===== src/rtl/pipe_ctrl_if.sv =====
// rtl/pipe_ctrl_if.sv - pipeline controller signal bundle (stall requests, trap/branch inputs, control outputs)
interface pipe_ctrl_if;
    logic        stallreq_if_i;
    logic        stallreq_id_i;
    logic        stallreq_ex_i;
    logic        stallreq_mem_i;
    logic        lsu_busy_i;
    logic [31:0] exception_i;
    logic        mret_i;
    logic [31:0] mem_pc_i;
    logic [31:0] mtvec_i;
    logic [31:0] mepc_i;
    logic        branch_i;
    logic [31:0] branch_target_i;
    logic [5:0]  stall_o;
    logic        flush_o;
    logic        redirect_valid_o;
    logic [31:0] redirect_pc_o;
    logic        trap_taken_o;
    logic [31:0] trap_epc_o;
    logic [4:0]  trap_cause_o;

    modport master (
        output stallreq_if_i, stallreq_id_i, stallreq_ex_i, stallreq_mem_i, lsu_busy_i,
               exception_i, mret_i, mem_pc_i, mtvec_i, mepc_i, branch_i, branch_target_i,
        input  stall_o, flush_o, redirect_valid_o, redirect_pc_o,
               trap_taken_o, trap_epc_o, trap_cause_o
    );

    modport slave (
        input  stallreq_if_i, stallreq_id_i, stallreq_ex_i, stallreq_mem_i, lsu_busy_i,
               exception_i, mret_i, mem_pc_i, mtvec_i, mepc_i, branch_i, branch_target_i,
        output stall_o, flush_o, redirect_valid_o, redirect_pc_o,
               trap_taken_o, trap_epc_o, trap_cause_o
    );
endinterface


===== src/rtl/pipe_ctrl.sv =====
// rtl/pipe_ctrl.sv - stall merge, trap/mret drain-flush-redirect sequencing and branch redirect queueing
module pipe_ctrl #(
    parameter logic [31:0] RESET_PC = 32'h0000_0000
) (
    input  logic       clk_i,
    input  logic       n_rst_i,
    pipe_ctrl_if.slave bus
);
    typedef enum logic [1:0] {IDLE = 2'd0, DRAIN = 2'd1, FLUSH = 2'd2} state_e;

    state_e      state_q, state_d;
    logic        kind_mret_q;
    logic [31:0] epc_q;
    logic [4:0]  cause_q;
    logic        pend_q, pend_d;
    logic [31:0] pend_pc_q, pend_pc_d;
    logic        flush_q, flush_d;
    logic        rv_q, rv_d;
    logic [31:0] rpc_q, rpc_d;
    logic        tt_q, tt_d;
    logic [31:0] tepc_q, tepc_d;
    logic [4:0]  tcause_q, tcause_d;

    logic        exc_any, trap_req, enter_flush, use_mret;
    logic [31:0] use_epc;
    logic [4:0]  use_cause, exc_cause;
    logic [5:0]  stall;

    always_comb begin
        exc_cause = '0;
        for (int i = 31; i >= 0; i--) begin
            if (bus.exception_i[i]) exc_cause = 5'(i);
        end
    end

    assign exc_any  = |bus.exception_i;
    assign trap_req = exc_any | bus.mret_i;

    always_ff @(posedge clk_i) begin
        if (!n_rst_i) state_q <= IDLE;
        else          state_q <= state_d;
    end

    always_comb begin
        state_d = state_q;
        case (state_q)
            IDLE:    if (trap_req) state_d = bus.lsu_busy_i ? DRAIN : FLUSH;
            DRAIN:   if (!bus.lsu_busy_i) state_d = FLUSH;
            FLUSH:   state_d = IDLE;
            default: state_d = IDLE;
        endcase
    end

    // FLUSH never follows itself, so a next state of FLUSH always marks entry.
    assign enter_flush = (state_d == FLUSH);
    assign use_mret    = (state_q == IDLE) ? !exc_any        : kind_mret_q;
    assign use_epc     = (state_q == IDLE) ? bus.mem_pc_i    : epc_q;
    assign use_cause   = (state_q == IDLE) ? exc_cause       : cause_q;

    always_comb begin
        stall     = '0;
        flush_d   = 1'b0;
        rv_d      = 1'b0;
        rpc_d     = rpc_q;
        tt_d      = 1'b0;
        tepc_d    = tepc_q;
        tcause_d  = tcause_q;
        pend_d    = pend_q;
        pend_pc_d = pend_pc_q;
        case (state_q)
            IDLE: begin
                if (trap_req)                stall = 6'b111111;
                else if (bus.stallreq_mem_i) stall = 6'b011111;
                else if (bus.stallreq_ex_i)  stall = 6'b001111;
                else if (bus.stallreq_id_i)  stall = 6'b000111;
                else if (bus.stallreq_if_i)  stall = 6'b000011;
            end
            DRAIN:   stall = 6'b111111;
            default: stall = '0;
        endcase
        if (enter_flush) begin
            flush_d = 1'b1;
            rv_d    = 1'b1;
            pend_d  = 1'b0;
            rpc_d   = use_mret ? bus.mepc_i : (bus.mtvec_i & ~32'h3);
            if (!use_mret) begin
                tt_d     = 1'b1;
                tepc_d   = use_epc;
                tcause_d = use_cause;
            end
        end else if (state_q != FLUSH) begin
            // The ex-stage instruction is discarded during FLUSH, so its branch is ignored there.
            if (!stall[3] && (pend_q || bus.branch_i)) begin
                rv_d   = 1'b1;
                rpc_d  = pend_q ? pend_pc_q : bus.branch_target_i;
                pend_d = 1'b0;
            end else if (stall[3] && bus.branch_i && !pend_q) begin
                pend_d    = 1'b1;
                pend_pc_d = bus.branch_target_i;
            end
        end
    end

    always_ff @(posedge clk_i) begin
        if (!n_rst_i) begin
            kind_mret_q <= 1'b0;
            epc_q       <= '0;
            cause_q     <= '0;
            pend_q      <= 1'b0;
            pend_pc_q   <= '0;
            flush_q     <= 1'b0;
            rv_q        <= 1'b1;
            rpc_q       <= RESET_PC;
            tt_q        <= 1'b0;
            tepc_q      <= '0;
            tcause_q    <= '0;
        end else begin
            if (state_q == IDLE && trap_req) begin
                kind_mret_q <= !exc_any;
                epc_q       <= bus.mem_pc_i;
                cause_q     <= exc_cause;
            end
            pend_q    <= pend_d;
            pend_pc_q <= pend_pc_d;
            flush_q   <= flush_d;
            rv_q      <= rv_d;
            rpc_q     <= rpc_d;
            tt_q      <= tt_d;
            tepc_q    <= tepc_d;
            tcause_q  <= tcause_d;
        end
    end

    assign bus.stall_o          = n_rst_i ? stall : 6'b000000;
    assign bus.flush_o          = flush_q;
    assign bus.redirect_valid_o = rv_q;
    assign bus.redirect_pc_o    = rpc_q;
    assign bus.trap_taken_o     = tt_q;
    assign bus.trap_epc_o       = tepc_q;
    assign bus.trap_cause_o     = tcause_q;
endmodule


===== src/flat_wrapper.sv =====
// flat-port wrapper written by rule: the top's interface ports become plain ports
module pipe_ctrl_flat 
#(
    parameter logic [31:0] RESET_PC = 32'h0000_0000
)
  (clk_i, n_rst_i, bus_stallreq_if_i, bus_stallreq_id_i, bus_stallreq_ex_i, bus_stallreq_mem_i, bus_lsu_busy_i, bus_exception_i, bus_mret_i, bus_mem_pc_i, bus_mtvec_i, bus_mepc_i, bus_branch_i, bus_branch_target_i, bus_stall_o, bus_flush_o, bus_redirect_valid_o, bus_redirect_pc_o, bus_trap_taken_o, bus_trap_epc_o, bus_trap_cause_o);
  pipe_ctrl_if bus_i ();
  input  logic clk_i;
  input  logic n_rst_i;
  input wire logic [$bits(bus_i.stallreq_if_i)-1:0] bus_stallreq_if_i;
  input wire logic [$bits(bus_i.stallreq_id_i)-1:0] bus_stallreq_id_i;
  input wire logic [$bits(bus_i.stallreq_ex_i)-1:0] bus_stallreq_ex_i;
  input wire logic [$bits(bus_i.stallreq_mem_i)-1:0] bus_stallreq_mem_i;
  input wire logic [$bits(bus_i.lsu_busy_i)-1:0] bus_lsu_busy_i;
  input wire logic [$bits(bus_i.exception_i)-1:0] bus_exception_i;
  input wire logic [$bits(bus_i.mret_i)-1:0] bus_mret_i;
  input wire logic [$bits(bus_i.mem_pc_i)-1:0] bus_mem_pc_i;
  input wire logic [$bits(bus_i.mtvec_i)-1:0] bus_mtvec_i;
  input wire logic [$bits(bus_i.mepc_i)-1:0] bus_mepc_i;
  input wire logic [$bits(bus_i.branch_i)-1:0] bus_branch_i;
  input wire logic [$bits(bus_i.branch_target_i)-1:0] bus_branch_target_i;
  output wire logic [$bits(bus_i.stall_o)-1:0] bus_stall_o;
  output wire logic [$bits(bus_i.flush_o)-1:0] bus_flush_o;
  output wire logic [$bits(bus_i.redirect_valid_o)-1:0] bus_redirect_valid_o;
  output wire logic [$bits(bus_i.redirect_pc_o)-1:0] bus_redirect_pc_o;
  output wire logic [$bits(bus_i.trap_taken_o)-1:0] bus_trap_taken_o;
  output wire logic [$bits(bus_i.trap_epc_o)-1:0] bus_trap_epc_o;
  output wire logic [$bits(bus_i.trap_cause_o)-1:0] bus_trap_cause_o;
  assign bus_i.stallreq_if_i = bus_stallreq_if_i;
  assign bus_i.stallreq_id_i = bus_stallreq_id_i;
  assign bus_i.stallreq_ex_i = bus_stallreq_ex_i;
  assign bus_i.stallreq_mem_i = bus_stallreq_mem_i;
  assign bus_i.lsu_busy_i = bus_lsu_busy_i;
  assign bus_i.exception_i = bus_exception_i;
  assign bus_i.mret_i = bus_mret_i;
  assign bus_i.mem_pc_i = bus_mem_pc_i;
  assign bus_i.mtvec_i = bus_mtvec_i;
  assign bus_i.mepc_i = bus_mepc_i;
  assign bus_i.branch_i = bus_branch_i;
  assign bus_i.branch_target_i = bus_branch_target_i;
  assign bus_stall_o = bus_i.stall_o;
  assign bus_flush_o = bus_i.flush_o;
  assign bus_redirect_valid_o = bus_i.redirect_valid_o;
  assign bus_redirect_pc_o = bus_i.redirect_pc_o;
  assign bus_trap_taken_o = bus_i.trap_taken_o;
  assign bus_trap_epc_o = bus_i.trap_epc_o;
  assign bus_trap_cause_o = bus_i.trap_cause_o;
  pipe_ctrl #(.RESET_PC(RESET_PC)) u_core (.clk_i(clk_i), .n_rst_i(n_rst_i), .bus(bus_i));
endmodule

===== config.mk =====
export PLATFORM = sky130hd
export DESIGN_NAME = pipe_ctrl_flat
export DESIGN_NICKNAME = d
export VERILOG_FILES = /design/src/rtl/pipe_ctrl_if.sv /design/src/rtl/pipe_ctrl.sv /design/src/flat_wrapper.sv
export SDC_FILE = /design/constraint.sdc
export NUM_CORES = 1
export LEC_CHECK = 0
export BUFFER_PORTS_ARGS = -buffer_cell sky130_fd_sc_hd__buf_2
export CORE_MARGIN = 5
export CORE_UTILIZATION = 45
export CTS_CLUSTER_DIAMETER = 50
export CTS_CLUSTER_SIZE = 12
export DETAILED_ROUTE_END_ITERATION = 8
export GPL_ROUTABILITY_DRIVEN = 0
export GPL_TIMING_DRIVEN = 0
export PLACE_DENSITY = 0.72
export SETUP_SLACK_MARGIN = 0.05
export SLEW_MARGIN = 10
export SYNTH_ARGS = -nofsm -noshare
export SYNTH_HDL_FRONTEND = slang
export SYNTH_SLANG_ARGS = --single-unit

===== constraint.sdc =====
create_clock -name clk_i -period 2.66 [get_ports clk_i]
set_clock_uncertainty 0.15 [all_clocks]
set_input_delay 0.266 -clock clk_i [delete_from_list [all_inputs] [get_ports clk_i]]
set_output_delay 0.266 -clock clk_i [all_outputs]
set_load 0.1 [all_outputs]

Word-level counts from Yosys, hierarchy flattened
Cells that the tools add are included.

word-level totals
  logic and storage cells = 96
  bits of input ports = 169
  output and inout port bits = 78
  flip-flop bits (word level) = 145

operators by class
  reductions and logical operators = 19
  eq/ne operators = 3
  bitwise logic cells = 5
  muxes and demuxes = 57

operator list
  operator                                                          number
  32-bit 2-to-1 mux                                                 6
  5-bit 2-to-1 mux                                                  33
  32-bit OR reduction                                               1
  6-bit 2-to-1 mux                                                  5
  6-bit one-hot mux with 2 select lines                             1
  2-bit 2-to-1 mux                                                  4
  2-bit AND reduction                                               4
  1-bit 2-to-1 mux                                                  7
  2-bit nonzero test                                                3
  1-bit logical AND                                                 4
  1-bit inverter                                                    4
  2-bit one-hot mux with 2 select lines                             1
  4-bit AND reduction                                               1
  1-bit zero test                                                   3
  2-bit by 1-bit == test with 1-bit output (second input constant)  1
  2-bit == test (second input constant)                             1
  2-bit zero test                                                   1
  2-bit != test (second input constant)                             1
  2-bit OR reduction                                                1
  1-bit logical OR                                                  1
  1-bit bitwise OR                                                  1

Longest topological paths before layout
Gate-level depths: netlist (run 1).

  depth in word-level cells = 33
  depth in mapped cells = 9
  gate-level depth less buffers = 6

Least setup slack after synthesis (run 1)
Ideal clock, no wire load.

  kind = in2out
  from = input bus_exception_i[9]
  to = output bus_stall_o[1]
  stages on the path = 8
  buffers on the path = 2
  required time = 2.244 ns
  path slack = -0.525 ns
  arrival = 2.769 ns
  cells stage by stage = or4_1 -> nand4bb_1 -> buf_2 -> or2_2 -> or3_1 -> nor3_1 -> nor2_1 -> buf_4

on the way
  cells in the longest elaborated chain, start to end = 5

RTL lines
  element                                RTL line            text
  start: declaration                     flat_wrapper.sv:15  input wire logic [$bits(bus_i.exception_i)-1:0] bus_exception_i;
  32-bit OR reduction                    pipe_ctrl.sv:36     assign exc_any = |bus.exception_i;
  1-bit bitwise OR                       pipe_ctrl.sv:37     assign trap_req = exc_any | bus.mret_i;
  6-bit 2-to-1 mux                       pipe_ctrl.sv:72     if (trap_req) stall = 6'b111111;
  6-bit one-hot mux with 2 select lines  pipe_ctrl.sv:70     case (state_q)
  6-bit 2-to-1 mux                       pipe_ctrl.sv:134    assign bus.stall_o = n_rst_i ? stall : 6'b000000;
  end: declaration                       flat_wrapper.sv:22  output wire logic [$bits(bus_i.stall_o)-1:0] bus_stall_o;

No other way between the ends.

Worst setup path in the final report (run 1)
  from = input bus_exception_i[10]
  to = output bus_stall_o[1]

Same word-level chain as after synthesis.

==> results.py, run 1 <==
metrics = {
    "clock_tree": {
        "clkTransAtPathRegs_ns": 0.06,
        "cts_sinks": 145,
        "root_buffer": "clkbuf_16",
        "cts_tree": "done",
        "clockBufferDepth": 2,
        "clk_latency_ns": 0.42,
        "cts-buffers-inserted": 17,
        "htreeDepth": 4,
    },
    "route": {
        "vias": 7842,
        "drtIter0Drc": 451,
        "drc_errors": 0,
        "dr.pass1.iters": 6,
        "wire_per_inst_um": 16.5,
        "vias_per_cell": 5.44,
        "wl_um": 23700,
        "ant_nets": 0,
    },
    "cells_and_area": {
        "post-route-util": 0.653,
        "nets": 1412,
        "area_growth_pct": 43.1,
        "stdcell_area_um2": 9890,
        "diodes": 0,
        "drive_above_1_share": 0.275,
    },
    "worst_setup_path": {
        "r2r-start": "u_core.state_q[0]",
        "critical_path_arrival_ns": 2.35,
        "cp.required_ns": 2.24,
        "critPathMaxStageDelay_ns": 0.52,
        "reg2reg_to": "u_core.bus.redirect_pc_o[5]",
        "critPathMaxFanout": 3,
        "r2r_cells": 7,
        "rrSetupSlack_ns": 0.17,
        "critPathSlowestCell": "or4_4",
        "cp-end-kind": "output port",
        "critical_path.cell_chain": "buf_6, or4_4, nand4bb_1, buf_6, or2_4, or3_4, nor3_4, nor2_4, buf_12, buf_12",
        "critPathKind": "input pin to output port",
        "critical_path.startpoint": "bus_exception_i[10]",
        "startpoint_type": "input pin",
    },
    "floorplanning": {
        "fp.dieH_um": 134,
        "dieArea_um2": 17900,
        "fp.dieW_um": 134,
        "io_pins": 247,
        "placementRows": 45,
        "floorplan.initialDensity": 0.457,
        "core_area_um2": 15100,
    },
    "grt": {
        "met2_usage": 0.440,
        "use_met3": 0.0660,
        "grt_pass1_vias": 7632,
        "grt_pass1_wl_um": 38100,
        "busiest_layer": "met2",
        "grt_max_degree": 17,
        "grt-ovfl-total": 0,
        "antenna_found_initial": 0,
        "gr-usage-met1": 0.325,
        "grt_usage": 0.261,
    },
    "logic_synthesis": {
        "synth_warnings": 0,
        "synth_area_um2": 6910,
        "ys.flop_type": "dfxtp_1",
        "synth_cell_types": 48,
        "seq_area_frac_synth": 0.420,
        "async_flop_share": 0,
        "synth.avg_cell_area_um2": 7.65,
        "synth_edf_count": 0,
        "ys_ff_latch": 145,
        "syn-instance-count": 904,
        "syn_nets": 1073,
    },
    "timing": {
        "fmaxAchievable_ghz": 0.362,
        "finalCriticalPeriod_ns": 2.77,
        "worst_pin_slew_ns": 0.626,
        "hold_viol_final": 0,
        "finalSetupTns_ns": -0.275,
        "worst_slack_ns": -0.106,
        "rsz0062_at_grt": "true",
        "finalCritPeriodShare": 1.04,
        "slew_headroom": 0.580,
        "drv_slew": 0,
        "setup_viol_count_final": 3,
    },
    "run": {
        "cap_violations": 0,
    },
    "placement": {
        "dpl-instance-area_um2": 8410,
        "io_buffers": 241,
        "dpl.hpwl_um": 17100,
        "place_ws_ns": -0.602,
    },
    "power_and_ir_drop": {
        "power_mw": 6.45,
        "leakagePower_nw": 4.17,
        "ir_worst_vdd_mv": 0.448,
        "power.density_nw_per_um2": 652,
    },
    "hold_path": {
        "whs_path_depth": 3,
        "hold_class": "input pin to flip-flop",
        "hold_path_end": "u_core.bus.redirect_pc_o[29]",
        "hold_start": "bus_mtvec_i[29]",
    },
    "status": {
        "outcome": "finished, violations left",
        "violations": "negative setup slack",
    },
}
## logic make-up after synthesis
family                 share of synthesized area
DFF                                        0.420
muxes                                     0.0487
and+or+nand+nor                            0.254
buffers and inverters                     0.0552
AOI/OAI and AO/OA                          0.222
## worst max path at each step
stage                                   end  slack [ns]  depth (start not counted)
2_1_floorplan                bus_stall_o[1]       -0.11                          8
3_3_place_gp   u_core.bus.redirect_pc_o[22]       -0.58                          8
3_5_place_dp   u_core.bus.redirect_pc_o[22]       -0.60                          8
4_1_cts                      bus_stall_o[1]       -0.12                         10
5_1_grt                      bus_stall_o[2]       -0.17                         10
6_report                     bus_stall_o[1]       -0.11                         10
## worst max-delay path: cells and delay by family
family                 cells  cell delay (ns)
and+or+nand+nor            6             1.56
buffers and inverters      4             0.51
## stage by stage
step	hold slack, ns	instances
after CTS	0.0463	1440
after global placement	0.286	1333
after detailed placement	0.291	1333
after floorplan	0.238	904
after global routing	0.0864	1442
final	0.0629	1442
## repair_timing
| action | in CTS | in global routing |
|---|---|---|
| endpoints found under the hold margin | 99 | 0 |
| pin swaps | 11 | 1 |
| endpoints found under the setup margin | 62 | 109 |
| gates resized for setup | 17 | 20 |
| setup buffers | 10 | 3 |
| hold buffers | 67 | 0 |
## registers in the layout, indices dropped and copies added (netlist names), 2 cells and up
| signal | count |
|---|---|
| u_core.bus.redirect_pc_o | 32 |
| u_core.bus.trap_cause_o | 5 |
| u_core.bus.trap_epc_o | 32 |
| u_core.cause_q | 5 |
| u_core.epc_q | 32 |
| u_core.pend_pc_q | 32 |
| u_core.state_q | 2 |
## cell type report
cell class | instances | area (um^2)
buffer | 78 | 392
clock buffer | 19 | 443
clock inverter | 11 | 154
fill | 1323 | 5250
inverter | 7 | 26.3
multi-input combinational | 673 | 3720
sequential | 145 | 2900
tap | 188 | 235
timing repair buffer | 321 | 2020
## layer usage
metal	vias to the layer above	wire, um
met5	-	0
met4	0	666
met3	40	1770
met2	295	11300
met1	3646	10000
li1	3861	-
## cell usage in the layout (no fill, tap or decap), drive strengths merged, types with 3 or more instances in the layout
master,synthesis,final
dfxtp,145,145
nor2b,34,34
nor2,85,85
inv,6,11
mux2,29,29
or4,4,4
a21oi,106,106
o21ai,44,44
a211oi,3,3
and2,4,4
nor4,10,10
a311oi,35,35
dlygate4sd3,0,67
bufinv,0,3
nand2b,3,3
buf,18,271
or3,6,6
o221ai,31,31
nand3,35,35
nand2,207,207
a31oi,6,6
o31ai,3,3
clkbuf,61,80
nor3,9,9
## where the power goes
group	internal, mW	switching, mW
combinational	0.451	1.15
sequential	2.32	0.0763
clock	1.50	0.955
## cells in the mapped netlist, types with 2 or more instances
cell	count	share of area
or2_2	2	0.0018
o21a_1	2	0.0022
buf_1	3	0.0016
nor2b_1	34	0.031
inv_1	6	0.0033
buf_6	3	0.0049
nand2b_1	3	0.0027
buf_2	5	0.0036
a211oi_1	3	0.0033
clkbuf_1	58	0.031
clkbuf_2	3	0.0022
nor3_1	9	0.0065
nor4_1	9	0.0081
o31ai_2	2	0.0036
buf_4	7	0.0076
o21bai_1	2	0.0022
nand2_1	207	0.11
mux2_1	7	0.011
dfxtp_1	145	0.42
o21ai_1	10	0.0072
and2_1	4	0.0036
o21ai_0	33	0.024
o211ai_1	2	0.0022
mux2_2	22	0.036
or4_1	3	0.0033
nand3_1	35	0.025
nor2_1	85	0.046
a31oi_1	6	0.0054
a311oi_1	35	0.044
a21oi_1	106	0.077
or3_1	6	0.0054
o221ai_1	31	0.039
Power figures use the tool's default switching activity.
==> inputs of run 2 (changes only) <==
Settings changed: RECOVER_POWER set to 25.
==> results.py, run 2 (synthesized netlist as in run 1, its figures left out) <==
metrics = {
    "status": {
        "outcome": "finished, violations left",
        "violations": "negative setup slack",
    },
    "worst_setup_path": {
        "critPathMaxFanout": 3,
        "r2r-start": "u_core.state_q[0]",
        "critPathKind": "input pin to output port",
        "r2r_cells": 7,
        "startpoint_type": "input pin",
        "cp.required_ns": 2.24,
        "cp-end-kind": "output port",
        "rrSetupSlack_ns": 0.16,
        "critical_path_arrival_ns": 2.35,
        "reg2reg_to": "u_core.bus.redirect_pc_o[5]",
    },
    "route": {
        "drc_errors": 0,
        "vias_per_cell": 5.40,
        "wire_per_inst_um": 16.5,
        "met2_length_um": 11300,
        "drt-met1-wl_um": 10000,
        "dr.pass1.iters": 5,
        "vias": 7790,
        "drtIter0Drc": 479,
        "routed-wl-met3_um": 1810,
        "wl_um": 23800,
        "ant_nets": 0,
        "topRoutingLayerUsed": "met4",
    },
    "floorplanning": {
        "floorplan.initialDensity": 0.457,
        "dieArea_um2": 17900,
        "fp.dieH_um": 134,
        "core_area_um2": 15100,
        "io_pins": 247,
        "fp.dieW_um": 134,
        "placementRows": 45,
    },
    "timing": {
        "drv_slew": 0,
        "finalCritPeriodShare": 1.04,
        "finalSetupTns_ns": -0.278,
        "setup_viol_count_final": 3,
        "fmaxAchievable_ghz": 0.361,
        "worst_slack_ns": -0.107,
        "hold_viol_final": 0,
        "finalCriticalPeriod_ns": 2.77,
        "worst_pin_slew_ns": 1.26,
        "slew_headroom": 0.164,
        "rsz0062_at_grt": "true",
    },
    "cells_and_area": {
        "drive_above_1_share": 0.232,
        "fin_cells": 1442,
        "area_growth_pct": 42.1,
        "post-route-util": 0.649,
        "stdcell_area_um2": 9830,
        "final_common_cell": "nand2_1",
        "final_cell_mix": "nand2_1 (207), buf_2 (185), dfxtp_1 (145)",
        "nets": 1412,
        "diodes": 0,
    },
    "placement": {
        "dpl.hpwl_um": 17100,
        "io_buffers": 241,
        "dpl-instance-area_um2": 8410,
        "place_ws_ns": -0.602,
        "dp.cells": 1333,
    },
    "clock_tree": {
        "cts_sinks": 145,
        "root_buffer": "clkbuf_16",
        "cts-buffers-inserted": 17,
        "clkTransAtPathRegs_ns": 0.06,
        "clockBufferDepth": 2,
        "cts_tree": "done",
        "htreeDepth": 4,
        "clk_latency_ns": 0.42,
    },
    "grt": {
        "grt_pass1_wl_um": 38100,
        "grt_pass1_vias": 7632,
        "grt_usage": 0.261,
        "grt_max_degree": 17,
        "antenna_found_initial": 0,
        "grt-ovfl-total": 0,
    },
    "hold_path": {
        "hold_class": "input pin to flip-flop",
        "hold_path_end": "u_core.bus.redirect_pc_o[29]",
        "hold_start": "bus_mtvec_i[29]",
        "whs_path_depth": 3,
    },
    "power_and_ir_drop": {
        "power.density_nw_per_um2": 655,
        "ir_worst_vdd_mv": 0.456,
        "leakagePower_nw": 3.97,
    },
    "run": {
        "cap_violations": 0,
    },
}
## run 2: changes by cell type in the layout (fill, tap and decap cells not counted), sizes merged
cell | previous run | this run
buf | 271 | 217
clkbuf | 80 | 134
## run 2: metrics by stage
stage               power (mW)  hold WS (ns)
CTS                       6.46        0.0463
detailed placement        3.93         0.291
finish                    6.44        0.0632
global route              6.69        0.0864
floorplan                 3.52         0.238
global placement          3.91         0.286
## run 2: metal layers
| layer | global-route usage | up-vias |
|---|---|---|
| met4 | 0.0937 | 0 |
| met5 | 0 | - |
| met2 | 0.440 | 294 |
| met1 | 0.325 | 3592 |
| met3 | 0.0660 | 44 |
| li1 | - | 3860 |
## run 2: how the worst max path moves through the flow
stage | startpoint | cells after the start | endpoint
after global placement | bus_exception_i[21] | 8 | u_core.bus.redirect_pc_o[22]
final | bus_exception_i[10] | 10 | bus_stall_o[1]
after floorplan | bus_exception_i[13] | 8 | bus_stall_o[1]
after CTS | bus_exception_i[10] | 10 | bus_stall_o[1]
after global routing | bus_exception_i[10] | 10 | bus_stall_o[2]
after detailed placement | bus_exception_i[21] | 8 | u_core.bus.redirect_pc_o[22]
## run 2: timing repair
action	in CTS	in global routing
hold buffers	67	0
buffers inserted	10	3
setup endpoints to repair	62	109
gates resized for setup	17	20
pin swaps	11	1
endpoints found under the hold margin	99	0
## run 2: critical path, cell delays in order
cell and delay (ns):
buf_6 0.09, or4_4 0.52, nand4bb_1 0.21, buf_6 0.14, or2_4 0.22, or3_4 0.39
nor3_4 0.16, nor2_4 0.06, buf_12 0.13, buf_12 0.15
## run 2: cell type report
| type | instances | area [um^2] |
|---|---|---|
| fill | 1361 | 5320 |
| multi-input combinational | 673 | 3720 |
| sequential | 145 | 2900 |
| timing repair buffer | 321 | 1960 |
| clock buffer | 19 | 443 |
| buffer | 78 | 392 |
| tap | 188 | 235 |
| clock inverter | 11 | 154 |
| inverter | 7 | 26.3 |
## run 2: power by group
part	switching [mW]	internal, mW	leakage [nW]
registers	0.0781	2.32	1.19
clock network	0.958	1.50	0.287
logic	1.15	0.435	2.49
total	2.18	4.25	3.97
==> inputs of run 3 (changes only) <==
Settings changed: PLACE_DENSITY 0.72 to 0.81.
==> results.py, run 3 (synthesized netlist as in run 1, its figures left out) <==
metrics = {
    "grt": {
        "grt-ovfl-total": 0,
        "grt_pass1_wl_um": 38600,
        "grt_max_degree": 17,
        "antenna_found_initial": 1,
        "grt_pass1_vias": 7805,
        "grt_usage": 0.263,
    },
    "placement": {
        "place_ws_ns": -0.641,
        "io_buffers": 241,
        "dpl-instance-area_um2": 8410,
        "dpl.hpwl_um": 17000,
        "dp.cells": 1333,
    },
    "clock_tree": {
        "clkTransAtPathRegs_ns": 0.06,
        "cts_sinks": 145,
        "htreeDepth": 4,
        "cts-buffers-inserted": 17,
        "root_buffer": "clkbuf_16",
        "cts_tree": "done",
        "clockBufferDepth": 2,
        "clk_latency_ns": 0.43,
    },
    "hold_path": {
        "whs_path_depth": 4,
        "hold_path_end": "u_core.cause_q[1]",
        "hold_class": "input pin to flip-flop",
        "hold_start": "bus_exception_i[0]",
    },
    "route": {
        "wire_per_inst_um": 16.9,
        "vias_per_cell": 5.51,
        "vias": 7974,
        "dr.pass1.iters": 5,
        "drtIter0Drc": 517,
        "wl_um": 24400,
        "drc_errors": 0,
        "ant_nets": 0,
    },
    "timing": {
        "setup_viol_count_final": 2,
        "rsz0062_at_grt": "true",
        "hold_viol_final": 0,
        "holdWs_ns": 0.0834,
        "worst_slack_ns": -0.155,
        "drv_slew": 0,
        "finalSetupTns_ns": -0.256,
        "finalCritPeriodShare": 1.06,
        "fmaxAchievable_ghz": 0.355,
        "worst_pin_slew_ns": 1.25,
        "finalCriticalPeriod_ns": 2.81,
        "slew_headroom": 0.167,
    },
    "worst_setup_path": {
        "cp_num_buf_inv": 4,
        "critPathKind": "input pin to output port",
        "rrSetupSlack_ns": 0.19,
        "critical_path.cell_chain": "buf_6, or4_4, nand4bb_1, buf_6, or2_4, or3_4, nor3_4, nor2_4, buf_12, buf_16",
        "cp-end-kind": "output port",
        "reg2reg_to": "u_core.bus.redirect_pc_o[23]",
        "critPathMostFrequentCell": "buf_6",
        "critical_path_arrival_ns": 2.40,
        "critical_path.startpoint": "bus_exception_i[12]",
        "crit_family": "simple AND/OR/NAND/NOR gates",
        "cp.required_ns": 2.24,
        "critPathMaxStageDelay_ns": 0.52,
        "r2r-start": "u_core.state_q[0]",
        "startpoint_type": "input pin",
        "critPathSlowestCell": "or4_4",
        "critPathMaxFanout": 3,
        "r2r_cells": 7,
    },
    "power_and_ir_drop": {
        "seqPwrFrac": 0.383,
        "p_sw_mw": 2.27,
        "power.density_nw_per_um2": 637,
        "combPwrFrac": 0.256,
        "ir_worst_vdd_mv": 0.477,
        "p_int_mw": 3.98,
        "swShare": 0.364,
        "leakagePower_nw": 3.99,
        "clock_power_share": 0.361,
        "power_mw": 6.25,
    },
    "run": {
        "cap_violations": 0,
    },
    "cells_and_area": {
        "stdcell_area_um2": 9820,
        "final_common_cell": "nand2_1",
        "post-route-util": 0.648,
        "final_cell_mix": "nand2_1 (207), buf_2 (188), dfxtp_1 (144)",
        "fillers": 1270,
        "drive_above_1_share": 0.240,
        "multi_input_area_um2": 3720,
        "fin_cells": 1448,
        "seq_area_um2": 2900,
        "area_growth_pct": 42.0,
        "nets": 1415,
    },
    "status": {
        "violations": "negative setup slack",
        "outcome": "finished, violations left",
    },
    "floorplanning": {
        "placementRows": 45,
        "dieArea_um2": 17900,
        "fp.dieH_um": 134,
        "core_area_um2": 15100,
        "io_pins": 247,
        "fp.dieW_um": 134,
        "floorplan.initialDensity": 0.457,
    },
}
[run 3: changes by cell type in the layout (fill, tap and decap cells not counted), sizes merged]
cell and change:
diode +1, buf +5, inv +4, bufinv -3
clkbuf -4, clkinv +3
[run 3: final cells by class]
cell class                 instances  area share
timing repair buffer             324       0.203
sequential                       145       0.296
inverter                           7     0.00268
multi-input combinational        673       0.379
buffer                            78      0.0403
tap                              188      0.0240
antenna                            1    0.000255
clock buffer                      17      0.0433
clock inverter                    15      0.0126
[run 3: tightest hold or removal path, cell delays in order]
cell	delay (ns)
buf_2	0.10
nor2_1	0.04
o211ai_1	0.13
a21oi_1	0.08
[run 3: worst max path at each step]
stage / cells after the start / slack, ns / end
after detailed placement: 8 / -0.64 / u_core.bus.redirect_pc_o[21]
after floorplan: 8 / -0.11 / bus_stall_o[1]
after global placement: 8 / -0.61 / u_core.bus.redirect_pc_o[20]
after global routing: 10 / -0.23 / bus_stall_o[1]
final: 10 / -0.15 / bus_stall_o[1]
after CTS: 10 / -0.14 / bus_stall_o[1]
[run 3: per-layer routing]
layer,GRT usage,vias to the layer above,routed length [um]
li1,-,3871,-
met1,0.308,3666,9700
met2,0.467,388,12100
met3,0.0641,49,2050
met4,0.0960,0,623
met5,0,-,0
[run 3: power by group through the flow]
stage / Combinational, mW / Clock, mW / Sequential (mW)
after detailed placement: 1.49 / 0 / 2.44
after global routing: 1.70 / 2.37 / 2.41
after global placement: 1.47 / 0 / 2.43
after floorplan: 0.525 / 0 / 3.00
final: 1.60 / 2.26 / 2.40
after CTS: 1.59 / 2.26 / 2.39
[run 3: timing repair]
| item | in CTS | in global routing |
|---|---|---|
| setup endpoints to repair | 65 | 121 |
| hold buffers | 67 | 0 |
| hold endpoints to repair | 98 | 0 |
| resized for setup | 22 | 22 |
| cloned | 1 | 0 |
| pin swaps | 9 | 7 |
| setup buffers | 9 | 6 |
